===== config.mk =====
export PLATFORM = sky130hd
export DESIGN_NAME = steer_quad_encoder
export DESIGN_NICKNAME = d
export VERILOG_FILES = /design/src/rtl/steer_pkg.sv /design/src/rtl/steer_quad_channel.sv /design/src/rtl/steer_quad_encoder.sv
export SDC_FILE = /design/constraint.sdc
export NUM_CORES = 1
export LEC_CHECK = 0
export BUFFER_PORTS_ARGS = -buffer_cell sky130_fd_sc_hd__buf_2
export CAP_MARGIN = 20
export CELL_PAD_IN_SITES_DETAIL_PLACEMENT = 0
export CELL_PAD_IN_SITES_GLOBAL_PLACEMENT = 1
export CORE_UTILIZATION = 51
export DETAILED_ROUTE_END_ITERATION = 8
export PLACE_DENSITY = 0.88
export SLEW_MARGIN = 20
export SYNTH_ARGS = -nofsm -noshare
export SYNTH_HDL_FRONTEND = slang
export SYNTH_SLANG_ARGS = --single-unit

===== constraint.sdc =====
create_clock -name CLK -period 8.9 [get_ports CLK]
set_input_delay 1.78 -clock CLK [delete_from_list [all_inputs] [get_ports CLK]]
set_output_delay 1.78 -clock CLK [all_outputs]
set_load 0.01 [all_outputs]

===== src/rtl/steer_pkg.sv =====
// Shared types and helpers for the steering quadrature encoder.
package steer_pkg;

  typedef enum logic [1:0] {
    DIR_NONE  = 2'd0,
    DIR_LEFT  = 2'd1,
    DIR_RIGHT = 2'd2
  } dir_t;

  localparam logic [1:0] QUAD_RESET = 2'b00;

  // Next Gray phase: right walks 00->01->11->10->00, left walks it backwards.
  function automatic logic [1:0] quad_next(input logic [1:0] phase, input dir_t dir);
    logic [1:0] nxt;
    nxt = phase;
    case (dir)
      DIR_RIGHT: begin
        case (phase)
          2'b00:   nxt = 2'b01;
          2'b01:   nxt = 2'b11;
          2'b11:   nxt = 2'b10;
          default: nxt = 2'b00;
        endcase
      end
      DIR_LEFT: begin
        case (phase)
          2'b00:   nxt = 2'b10;
          2'b10:   nxt = 2'b11;
          2'b11:   nxt = 2'b01;
          default: nxt = 2'b00;
        endcase
      end
      default: nxt = phase;
    endcase
    return nxt;
  endfunction

endpackage


===== src/rtl/steer_quad_channel.sv =====
// One steering channel: hold-to-accelerate digital stepping or analog
// position tracking, producing a registered quadrature phase.
module steer_quad_channel
  import steer_pkg::*;
#(
  parameter int MAX_PERIOD = 4,
  parameter int MIN_PERIOD = 1,
  parameter int POSW       = 8
) (
  input  logic            clk,
  input  logic            rst_n,
  input  logic            tick,
  input  logic            left,
  input  logic            right,
  input  logic            analog_en,
  input  logic [POSW-1:0] target,
  output logic [1:0]      phase,
  output logic            moving
);

  localparam int PW = $clog2(MAX_PERIOD + 1);
  localparam logic [PW-1:0] PERIOD_MAX = PW'(MAX_PERIOD);
  localparam logic [PW-1:0] PERIOD_MIN = PW'(MIN_PERIOD);

  logic [PW-1:0]   wait_q, wait_d;
  logic [PW-1:0]   period_q, period_d;
  logic [PW-1:0]   eff_wait, eff_period, dec_period;
  logic [POSW-1:0] pos_q, pos_d;
  logic [POSW-1:0] diff;
  logic            en_q;
  logic            fresh;
  dir_t            dir_q, dir_now, step_dir;

  // Next-state decision for the current tick (only committed when tick is high).
  always_comb begin
    // NOTE: every signal written here gets a default first, so no latch is inferred.
    dir_now = DIR_NONE;
    if (right && !left)      dir_now = DIR_RIGHT;
    else if (left && !right) dir_now = DIR_LEFT;

    // Modulo difference; its MSB is the sign, so -2**(POSW-1) reads as left.
    diff = target - pos_q;

    // A changed direction or leaving analog mode restarts the hold from scratch.
    fresh      = (dir_now != dir_q) || (en_q && !analog_en);
    eff_wait   = fresh ? '0 : wait_q;
    eff_period = fresh ? PERIOD_MAX : period_q;
    dec_period = (eff_period > PERIOD_MIN) ? eff_period - 1'b1 : PERIOD_MIN;

    wait_d   = wait_q;
    period_d = period_q;
    pos_d    = pos_q;
    step_dir = DIR_NONE;

    if (analog_en && !en_q) begin
      // Entering analog mode: adopt the target as the current position, no jump.
      pos_d    = target;
      wait_d   = '0;
      period_d = PERIOD_MAX;
    end else if (analog_en) begin
      if (wait_q != '0) begin
        wait_d = wait_q - 1'b1;
      end else if (diff != '0) begin
        step_dir = diff[POSW-1] ? DIR_LEFT : DIR_RIGHT;
        pos_d    = diff[POSW-1] ? pos_q - 1'b1 : pos_q + 1'b1;
        wait_d   = PERIOD_MIN - 1'b1;
      end
    end else if (dir_now == DIR_NONE) begin
      wait_d   = '0;
      period_d = PERIOD_MAX;
    end else if (eff_wait == '0) begin
      step_dir = dir_now;
      wait_d   = eff_period - 1'b1;
      period_d = dec_period;
    end else begin
      wait_d   = eff_wait - 1'b1;
      period_d = eff_period;
    end
  end

  // Channel state and registered outputs; moving is a one-cycle step strobe.
  always_ff @(posedge clk or negedge rst_n) begin
    if (!rst_n) begin
      wait_q   <= '0;
      period_q <= PERIOD_MAX;
      pos_q    <= '0;
      en_q     <= 1'b0;
      dir_q    <= DIR_NONE;
      phase    <= QUAD_RESET;
      moving   <= 1'b0;
    end else begin
      // NOTE: all sequential state uses non-blocking assignments.
      moving <= 1'b0;
      if (tick) begin
        wait_q   <= wait_d;
        period_q <= period_d;
        pos_q    <= pos_d;
        en_q     <= analog_en;
        dir_q    <= dir_now;
        phase    <= quad_next(phase, step_dir);
        moving   <= (step_dir != DIR_NONE);
      end
    end
  end

endmodule


===== src/rtl/steer_quad_encoder.sv =====
// Multi-channel steering quadrature encoder: shared prescaler plus one
// steer_quad_channel per channel, packed onto the steer/moving buses.
module steer_quad_encoder #(
  parameter int NCH        = 2,
  parameter int CLKDIV     = 22500,
  parameter int CNTW       = 16,
  parameter int MAX_PERIOD = 4,
  parameter int MIN_PERIOD = 1,
  parameter int POSW       = 8
) (
  input  logic                CLK,
  input  logic                Reset_n,
  input  logic [NCH-1:0]      left,
  input  logic [NCH-1:0]      right,
  input  logic [NCH-1:0]      analog_en,
  input  logic [NCH*POSW-1:0] target,
  output logic [2*NCH-1:0]    steer,
  output logic [NCH-1:0]      moving
);

  logic [CNTW-1:0] presc_q;
  logic            tick;

  assign tick = (presc_q == CNTW'(CLKDIV - 1));

  // Base-tick prescaler shared by every channel; wraps after CLKDIV cycles.
  always_ff @(posedge CLK or negedge Reset_n) begin
    if (!Reset_n) presc_q <= '0;
    else          presc_q <= tick ? '0 : presc_q + 1'b1;
  end

  for (genvar i = 0; i < NCH; i++) begin : gen_ch
    steer_quad_channel #(
      .MAX_PERIOD (MAX_PERIOD),
      .MIN_PERIOD (MIN_PERIOD),
      .POSW       (POSW)
    ) u_ch (
      .clk       (CLK),
      .rst_n     (Reset_n),
      .tick      (tick),
      .left      (left[i]),
      .right     (right[i]),
      .analog_en (analog_en[i]),
      .target    (target[i*POSW +: POSW]),
      .phase     (steer[2*i+1:2*i]),
      .moving    (moving[i])
    );
  end

endmodule


==> flow_summary_export.csv <==
group,metric,value,unit
final_layout,antenna_cells,0,
job,drv_cap,0,
drt,ant_nets,0,
clock_network,clk_pin_slew,0.10,ns
critical_path,worstReg2RegStart,"gen_ch[1].u_ch.pos_q[1]",
drt,first_pass_iters,4,
sta,rsz0062_at_grt,"false",
global_route,grt_overflow,0,
final_layout,fill_cells,788,
clock_network,ctsLongestPathBuffers,2,
drt,drcViolationCount,0,
global_route,grt_use_met2,37.3,%
final_layout,final_cell_mix,"nand2_1 (64), dfrtp_1 (54), ha_1 (47)",
sta,fin_crit,5.28,ns
drt,via_count,3716,
logic_synthesis,synth_enable_flop_cells,0,
global_route,grt_max_degree,57,
drt,routed_via_density,5.75,
drt,wl,9.63,mm
clock_network,numCtsBuffers,5,
power,p_sw,146,uW
sta,fin_worst_skew,0.00872,ns
global_route,grt.busiest_layer,"met2",
final_layout,layout.nets,612,
clock_network,clk-insertion-delay-late,0.30,ns
floorplan,start_util,52.4,%
sta,whs,0.478,ns
floorplan,die_width,96.4,um
global_route,grt_pass1_wl,16.2,mm
floorplan,io_pins,30,
final_layout,drive_gt1_share,11.5,%
power,vdd_drop_max,0.0691,mV
clock_network,postCtsSetupRepairBufs,0,
placed_design,io_buffers,29,
sta,timing.fmax,189,MHz
critical_path,critical_path_arrival,5.48,ns
logic_synthesis,yosysUniqueCellTypes,72,
placed_design,routabilityCongestion,0.835,
global_route,grt_usage,22.0,%
floorplan,row_count,34,
sta,worstMarginPinSlew,1.02,ns
logic_synthesis,synthArstFlopShare,100,%
drt,drtIter0Drc,135,
critical_path,end_kind,"flop",
global_route,grt_pass1_vias,3575,
power,power.share.clock,28.5,%
logic_synthesis,ys_ff_latch,56,
logic_synthesis,synth_flop_cell,"dfrtp_1",
sta,report.final.slew_viol_count,0,
global_route,antenna_found_initial,0,
sta,hold_violations,0,
floorplan,dieArea,9300,um^2
worst_hold_path,whs_path_depth,1,
power,intPower,355,uW
power,leakagePower,2.36,nW
critical_path,cp.required,9.10,ns
critical_path,cp-start-kind,"primary input",
logic_synthesis,netlist_area,4550,um^2
logic_synthesis,synth_nets,590,
sta,fin_crit_sh,59.3,%
logic_synthesis,yosysSeqAreaShare,30.9,%
floorplan,core_area,8680,um^2
placed_design,dp_hpwl,7.32,mm
power,power_density,103,nW/um^2
logic_synthesis,synthesis.instances,515,
critical_path,worstSetupPathType,"in2reg",
clock_network,root_buffer,"clkbuf_8",
global_route,grtUsageMet1,30.5,%
critical_path,crit_path_start,"target[9]",
final_layout,layout_commonest_cell,"nand2_1",
final_layout,finalNonFillerCells,646,
clock_network,htree_levels,2,
logic_synthesis,synth_area_per_cell,8.83,um^2
global_route,grt_use_met3,2.66,%
drt,post_drt_wl_per_cell,14.9,um
placed_design,placed_cells,638,
clock_network,cts_tree,"built",
clock_network,hold_buffers,0,
power,p_sw_share,29.1,%
clock_network,clock_sinks,56,
worst_hold_path,hp-start,"presc_q[15]",
clock_network,cts_resized,0,
power,seqPwrFrac,51.5,%
sta,setup_viol_count_final,0,
final_layout,area_growth,6.57,%
worst_hold_path,hold_path.class,"reg2reg",
sta,max_slew_margin,31.8,%
logic_synthesis,yosysWarnings,0,
outcome,run_status,"finished clean",
critical_path,r2r_cells,14,
sta,fin_setup_tns,0,ns
floorplan,fp.dieH,96.4,um
power,p_comb_share,20.0,%
critical_path,crit_path_max_fanout,10,
cells in the mapped netlist, types with 2 or more instances:
cell	number	area share, %
a211o_1	2	0.39
a211oi_1	2	0.33
a21o_1	6	0.99
a21oi_1	33	3.6
a22o_1	3	0.58
a31oi_1	2	0.27
a32o_1	2	0.44
a32oi_1	4	0.77
and2_1	3	0.41
and3_1	10	1.4
buf_2	2	0.22
buf_4	3	0.50
clkbuf_1	8	0.66
dfrtp_1	54	30
dfstp_2	2	1.2
fa_1	4	1.8
ha_1	47	13
inv_1	39	3.2
mux2_2	5	1.2
mux2_4	3	0.99
mux2i_1	16	3.5
nand2_1	64	5.3
nand2b_1	6	0.83
nand3_1	10	1.1
nand4_1	3	0.41
nor2_1	42	3.5
nor2b_1	9	1.2
nor3_1	6	0.66
nor4_1	4	0.55
nor4b_1	2	0.39
o2111ai_1	4	0.77
o211ai_1	4	0.66
o21a_1	4	0.66
o21ai_0	21	2.3
o21bai_1	3	0.50
o221ai_1	2	0.39
o22ai_1	3	0.41
o2bb2ai_1	2	0.39
o31ai_1	5	0.83
o32ai_1	2	0.39
or2_2	2	0.27
or3_1	2	0.27
xnor2_1	19	3.7
xor2_1	18	3.5
power by group through the flow:
stage	Clock (mW)	Sequential, mW	Combinational, mW
floorplan	0	0.263	0.0700
detailed placement	0	0.263	0.0994
finish	0.143	0.258	0.100
global placement	0	0.263	0.0973
CTS	0.149	0.258	0.100
global route	0.160	0.259	0.114
area by class of cell:
| cell class | instances | area, um^2 | share of cell area [%] |
|---|---|---|---|
| multi-input combinational | 404 | 2910 | 60.1 |
| sequential | 56 | 1400 | 29.0 |
| timing repair buffer | 31 | 160 | 3.30 |
| inverter | 39 | 146 | 3.02 |
| tap | 108 | 135 | 2.79 |
| clock buffer | 5 | 68.8 | 1.42 |
| clock inverter | 3 | 22.5 | 0.465 |
registers in the layout, summed over array words and instances, names as in the netlist:
register,flops
gen_ch.u_ch.en_q,2
gen_ch.u_ch.dir_q,4
gen_ch.u_ch.pos_q,16
gen_ch.u_ch.wait_q,6
gen_ch.u_ch.period_q,6
presc_q,16
gen_ch.u_ch.phase,4
gen_ch.u_ch.moving,2
critical path: stages:
cell	delay, ns
buf_2	0.12
ha_1	0.27
nor2b_1	0.15
o311ai_1	0.45
a21oi_1	0.16
a221o_4	0.43
ha_1	0.31
a21o_1	0.18
a21oi_1	0.21
a21oi_1	0.12
o41ai_1	0.63
mux2i_1	0.28
nand4_1	0.10
mux2_4	0.27
through the flow:
step	total power, mW	setup WS [ns]	utilization [%]	instance area, um^2
2_1_floorplan	0.333	3.90	-	4550
3_3_place_gp	0.360	3.51	54.8	4760
3_5_place_dp	0.363	3.40	54.8	4760
4_1_cts	0.508	3.70	55.9	4850
5_1_grt	0.532	3.29	55.9	4850
6_report	0.501	3.62	55.9	4850
per-layer routing:
metal	vias up	part of all wire, %
met2	52	47
li1	1867	-
met5	-	0
met4	0	0.87
met1	1791	50
met3	6	2.6
cell families (layout without fill, tap and decap cells):
family	count (synthesis)	after routing	synth area share [%]
flops	56	56	30.9
compound gates	124	124	19.3
simple gates	168	168	17.2
mux	24	24	5.75
fa+ha+maj	51	51	14.7
xor+xnor	37	37	7.12
buf+inv	55	78	5.14
path summary, 6_finish.rpt:
| path | end | slack (ns) |
|---|---|---|
| max | gen_ch[1].u_ch.pos_q[7] | 3.62 |
| min | presc_q[15] | 0.48 |
| max reg2reg | gen_ch[1].u_ch.pos_q[7] | 4.68 |
| min reg2reg | presc_q[15] | 0.48 |
| max in group asynchronous | gen_ch[1].u_ch.dir_q[0] | 6.80 |
| min in group asynchronous | gen_ch[0].u_ch.period_q[1] | 1.61 |
(Power assumes the default switching activity.)
